<file path="config.mk">
export PLATFORM = sky130hd
export DESIGN_NAME = multi_channel_moving_mean
export DESIGN_NICKNAME = d
export VERILOG_FILES = /design/src/rtl/mean_pkg.sv /design/src/rtl/mean_sample_ram.sv /design/src/rtl/multi_channel_moving_mean.sv
export SDC_FILE = /design/constraint.sdc
export NUM_CORES = 2
export LEC_CHECK = 0
export BUFFER_PORTS_ARGS = -buffer_cell sky130_fd_sc_hd__buf_2
export CAP_MARGIN = 15
export CORE_MARGIN = 1.5
export CORE_UTILIZATION = 55
export DETAILED_ROUTE_END_ITERATION = 8
export PLACE_DENSITY = 0.73
export SLEW_MARGIN = 20
export SYNTH_ARGS = -nofsm -noshare
export SYNTH_HDL_FRONTEND = slang
export SYNTH_SLANG_ARGS = --single-unit
</file>
<file path="constraint.sdc">
create_clock -name CLK -period 5.45 [get_ports CLK]
set_clock_uncertainty 0.15 [all_clocks]
set_input_delay 1.09 -clock CLK [delete_from_list [all_inputs] [get_ports CLK]]
set_output_delay 1.09 -clock CLK [all_outputs]
set_load 0.02 [all_outputs]
</file>
<file path="src/rtl/mean_pkg.sv">
// mean_pkg: sizing helpers shared by the moving-mean filter and its sample store
package mean_pkg;
  function automatic int clog2(input int n);
    int r = 0;
    for (int v = n - 1; v > 0; v = v >> 1) r++;
    return r;
  endfunction
  function automatic int sum_w(input int dw, input int l2w);
    return dw + l2w;
  endfunction
endpackage

</file>
<file path="src/rtl/mean_sample_ram.sv">
// mean_sample_ram: per-channel sample history, read-first with a registered read port
module mean_sample_ram #(
  parameter int DW = 16,
  parameter int AW = 7,
  parameter int DEPTH = 128
) (
  input  logic          clk_i,
  input  logic          we_i,
  input  logic [AW-1:0] addr_i,
  input  logic [DW-1:0] wdata_i,
  output logic [DW-1:0] rdata_o
);
  logic [DW-1:0] mem_q [DEPTH];
  always_ff @(posedge clk_i) begin
    if (we_i) mem_q[addr_i] <= wdata_i;
    rdata_o <= mem_q[addr_i];
  end
endmodule

</file>
<file path="src/rtl/multi_channel_moving_mean.sv">
// multi_channel_moving_mean: per-channel running-sum mean over the last 2**LOG2_WIN samples.
// Define MEAN_ROUND_EN to round half toward +inf instead of flooring.
module multi_channel_moving_mean
  import mean_pkg::*;
#(
  parameter int DW = 16,
  parameter int NUM_CH = 16,
  parameter int LOG2_WIN = 3,
  localparam int CH_W = (clog2(NUM_CH) < 1) ? 1 : clog2(NUM_CH)
) (
  input  logic            CLK,
  input  logic            RESET_n,
  input  logic            CLEAR,
  input  logic            IN_VALID,
  input  logic [CH_W-1:0] IN_CH,
  input  logic [DW-1:0]   IN_DATA,
  output logic            OUT_VALID,
  output logic [CH_W-1:0] OUT_CH,
  output logic [DW-1:0]   OUT_DATA,
  output logic            OUT_FULL
);
  localparam int SUM_W = sum_w(DW, LOG2_WIN);
  localparam int WIN = 2 ** LOG2_WIN;
  typedef struct packed {
    logic            valid;
    logic [CH_W-1:0] ch;
    logic [DW-1:0]   data;
    logic            was_full;
    logic            full;
  } s1_t;
  s1_t s1_q, s1_d;
  logic signed [SUM_W-1:0] sum_q [NUM_CH];
  logic [LOG2_WIN-1:0] wptr_q [NUM_CH];
  logic [LOG2_WIN:0] fill_q [NUM_CH];
  logic [DW-1:0] ram_rd;
  logic accept;
  logic signed [DW-1:0] old;
  logic signed [SUM_W-1:0] sum_new, sum_rnd;
  logic out_valid_q, out_full_q;
  logic [CH_W-1:0] out_ch_q;
  logic [DW-1:0] out_data_q;
  assign accept = IN_VALID && !CLEAR && ({1'b0, IN_CH} < (CH_W + 1)'(NUM_CH));
  // fill saturates at WIN, so its MSB alone marks a full window
  assign s1_d = '{valid: accept, ch: IN_CH, data: IN_DATA,
                  was_full: fill_q[IN_CH][LOG2_WIN],
                  full: fill_q[IN_CH] >= (LOG2_WIN + 1)'(WIN - 1)};
  mean_sample_ram #(.DW(DW), .AW(CH_W + LOG2_WIN), .DEPTH(NUM_CH * WIN)) u_ram (
    .clk_i  (CLK),
    .we_i   (accept),
    .addr_i ({IN_CH, wptr_q[IN_CH]}),
    .wdata_i(IN_DATA),
    .rdata_o(ram_rd)
  );
  // sum_q is written at the end of stage 2, so a back-to-back sample already sees it
  assign old = s1_q.was_full ? signed'(ram_rd) : '0;
  assign sum_new = sum_q[s1_q.ch] - SUM_W'(old) + SUM_W'(signed'(s1_q.data));
`ifdef MEAN_ROUND_EN
  assign sum_rnd = sum_new + SUM_W'(2 ** (LOG2_WIN - 1));
`else
  assign sum_rnd = sum_new;
`endif
  always_ff @(posedge CLK or negedge RESET_n) begin
    if (!RESET_n) begin
      for (int i = 0; i < NUM_CH; i++) begin
        sum_q[i] <= '0;
        wptr_q[i] <= '0;
        fill_q[i] <= '0;
      end
      s1_q <= '0;
      out_valid_q <= 1'b0;
      out_ch_q <= '0;
      out_data_q <= '0;
      out_full_q <= 1'b0;
    end else if (CLEAR) begin
      for (int i = 0; i < NUM_CH; i++) begin
        sum_q[i] <= '0;
        wptr_q[i] <= '0;
        fill_q[i] <= '0;
      end
      s1_q <= '0;
      out_valid_q <= 1'b0;
    end else begin
      s1_q <= s1_d;
      out_valid_q <= s1_q.valid;
      if (accept) begin
        wptr_q[IN_CH] <= wptr_q[IN_CH] + LOG2_WIN'(1);
        if (!fill_q[IN_CH][LOG2_WIN]) fill_q[IN_CH] <= fill_q[IN_CH] + (LOG2_WIN + 1)'(1);
      end
      if (s1_q.valid) begin
        sum_q[s1_q.ch] <= sum_new;
        out_ch_q <= s1_q.ch;
        out_data_q <= DW'(sum_rnd >>> LOG2_WIN);
        out_full_q <= s1_q.full;
      end
    end
  end
  assign OUT_VALID = out_valid_q;
  assign OUT_CH = out_ch_q;
  assign OUT_DATA = out_data_q;
  assign OUT_FULL = out_full_q;
endmodule

</file>
==> metrics <==
cts bufs inserted 236; I/O Buffers 45; Routed Antenna Nets 0; hold slack 67.5 ps; first-pass GRT wire length 380000 µm; vias in the first global route 55700; RSZ-0062 raised after global routing no; switching pwr 9.01 mW; Seq/Total Area, Yosys 0.730; placed insts 8118; WL/cell 30.0 µm; CP required 6110 ps; R2R depth 16; I/O pins 46; sw frac 0.221; Crit Reg-Reg Endpoint sum_q[280]$_DFFE_PN0P_; Max IR drop VDD 363 µV; delay-heaviest family, CP compound AO/OA/AOI/OAI gates; Residual DRC 0; # setup viols final 0; number of clock sinks 2525; placeable core region 0.181 mm²; Yosys warning count 0; Fmax 0.193 GHz; grt met1 use 0.409; die area 0.185 mm²; layout cells sized above 1 0.222; Final Hold Viols 0; P_int 31.7 mW; worst-path fanout max 22; CP max stage cell dfrtp_4; clock-pin transition on the worst setup and hold timing paths 60 ps; crit-path cells buf_12, mux4_2, mux4_2, inv_1, fa_1, inv_1, ha_1, a21oi_1, o2111ai_1, o211ai_1, a31oi_1, a21o_1, a21oi_1, xnor2_1, and2_2, a22o_1; Initial Util 0.555; Synth top cells by count 2048 x edfxtp_1, 461 x dfrtp_1, 457 x mux4_2; Worst path max stage delay 560 ps; Comb power frac 0.063; Worst Path Arrival 5840 ps; Max Root-Sink Buffers 3; PD cells 356 mW/mm²; die width 430 µm; Worst R2R Start s1_q[18]$_DFF_PN0_; count leader, synth edfxtp_1; Avg Inst Size Synth 17.7 µm²; DR vias/cell 6.62; most area-consuming cells after synthesis edfxtp_1 61%, dfrtp_1 11%, mux4_2 10%; reg2reg setup slack 270 ps; standby leakage power 38.5 nW; initial antenna violation count 17; crit path capture type flop; Netlist cell types 64; area leader, netlist edfxtp_1; die span in y 430 µm; mapped cell area 0.100 mm²; fin crit period 5180 ps; DRT Wirelength 257000 µm; syn nets 5742; initial DRC count 7538; vias 56700; clock power share 0.418; largest net degree at the start of global routing 131; Mapped Cells 5678; GR Util All Layers 0.278; Post-synth EDFFs 2048; grt ovf 0; Nets 6053; Crit path buffers/inverters 3; met3 Track Usage GR 0.0522; maxcap violations 0; Slew @ Worst Pin 1120 ps; met2 Use GR 0.425; Rows 156; Final Max Tran Viols 0; hpwl dp 157000 µm; Final Wtd Congestion 0.911; Area growth syn-to-layout 13.7%; gr busiest metal met2; fillers 12200; status finished, final reports clean; CP startpoint kind flop; final non-filler cell total 8567; Synth async-reset ratio 0.183; share of the synthesized area in the top cell type 0.612; Relative slew margins 0.250; Initial DRT Pass Iterations 6; Fin Setup TNS 0 ps; CP Class reg -> reg; worst min-delay path class in -> async; CTS root buffer clkbuf_16; period utilization 0.951; worst skew pair latency 900 ps; top_reg_cell synth edfxtp_1; H-tree levels 4; cts hold-fix bufs 0; post-layout util 0.631; Seq pwr share 0.518; TritonCTS clock tree done; register bit total from synthesis 2525
## cell families after synthesis
logic type	after synthesis	share of synthesized area
buf+inv	447	0.0193
compound gates	840	0.0603
flops	2525	0.730
xor+xnor	21	0.00183
fa+ha+maj	40	0.00633
mux	803	0.137
simple gates	1002	0.0451
## per-stage QoR
step	instance area, µm²	setup WS (ps)	total power, mW
finish	114000	268	40.7
global route	114000	6.91	41.7
CTS	114000	127	40.8
detailed placement	106000	151	24.0
global placement	106000	152	24.0
floorplan	100000	5.20	22.8
## layout by cell type (no fill, tap or decap), types with 70 or more instances in the layout
master and n:
nand2_1 368, edfxtp_1 2048, a22oi_1 149, nor3_2 70
o22ai_1 139, a22o_1 230, mux2i_1 337, clkbuf_16 239
mux4_2 457, dfrtp_1 457, a21oi_1 157, inv_1 76
nor2_1 248, buf_4 365
## registers in the layout, indices dropped and copies added (netlist names)
register	count
OUT_DATA	16
wptr_q	48
u_ram.rdata_o	16
sum_q	304
OUT_CH	4
u_ram.mem_q	2048
fill_q	64
s1_q	23
OUT_VALID	1
OUT_FULL	1
## layer usage
layer  routed length, µm  up-vias
met1              102000    29600
met5                  82        -
met3               26100      450
li1                    -    23300
met4                8640       12
met2              121000     3349
## worst max path at each step
stage | start | endpoint | slack, ps | depth (start not counted)
after floorplan | s1_q[18]$_DFF_PN0_ | sum_q[73]$_DFFE_PN0P_ | 5 | 19
after global placement | IN_CH[0] | u_ram.rdata_o[2]$_DFF_P_ | 150 | 13
after detailed placement | IN_CH[0] | u_ram.rdata_o[2]$_DFF_P_ | 150 | 13
after CTS | s1_q[19]$_DFF_PN0_ | sum_q[280]$_DFFE_PN0P_ | 130 | 16
after global routing | s1_q[18]$_DFF_PN0_ | sum_q[223]$_DFFE_PN0P_ | 7 | 16
final | s1_q[18]$_DFF_PN0_ | sum_q[280]$_DFFE_PN0P_ | 270 | 16
## power groups by stage
| stage | sequential (mW) | clock, mW | combinational [mW] |
|---|---|---|---|
| 2_1_floorplan | 21.5 | 0 | 1.33 |
| 4_1_cts | 21.1 | 17.2 | 2.55 |
| 5_1_grt | 21.1 | 17.9 | 2.73 |
| 6_report | 21.1 | 17.0 | 2.58 |
| 3_3_place_gp | 21.5 | 0 | 2.49 |
| 3_5_place_dp | 21.5 | 0 | 2.54 |
## cell type report
class	count	area (µm²)	area share
Tap cell	2370	2970	0.0260
Clock inverter	141	1720	0.0151
Clock buffer	302	6380	0.0558
Sequential cell	2525	73400	0.642
Timing Repair Buffer	442	3840	0.0336
Inverter	78	293	0.00256
Antenna cell	3	7.51	0.0000657
Multi-Input combinational cell	2706	25700	0.225
## repair_timing
item                                    4_1_cts  5_1_grt
hold endpoints to repair                      0        0
buffers inserted                              0        1
gates resized for setup                       0        2
endpoints found under the setup margin        0       34
Power figures use the tool's default switching activity.
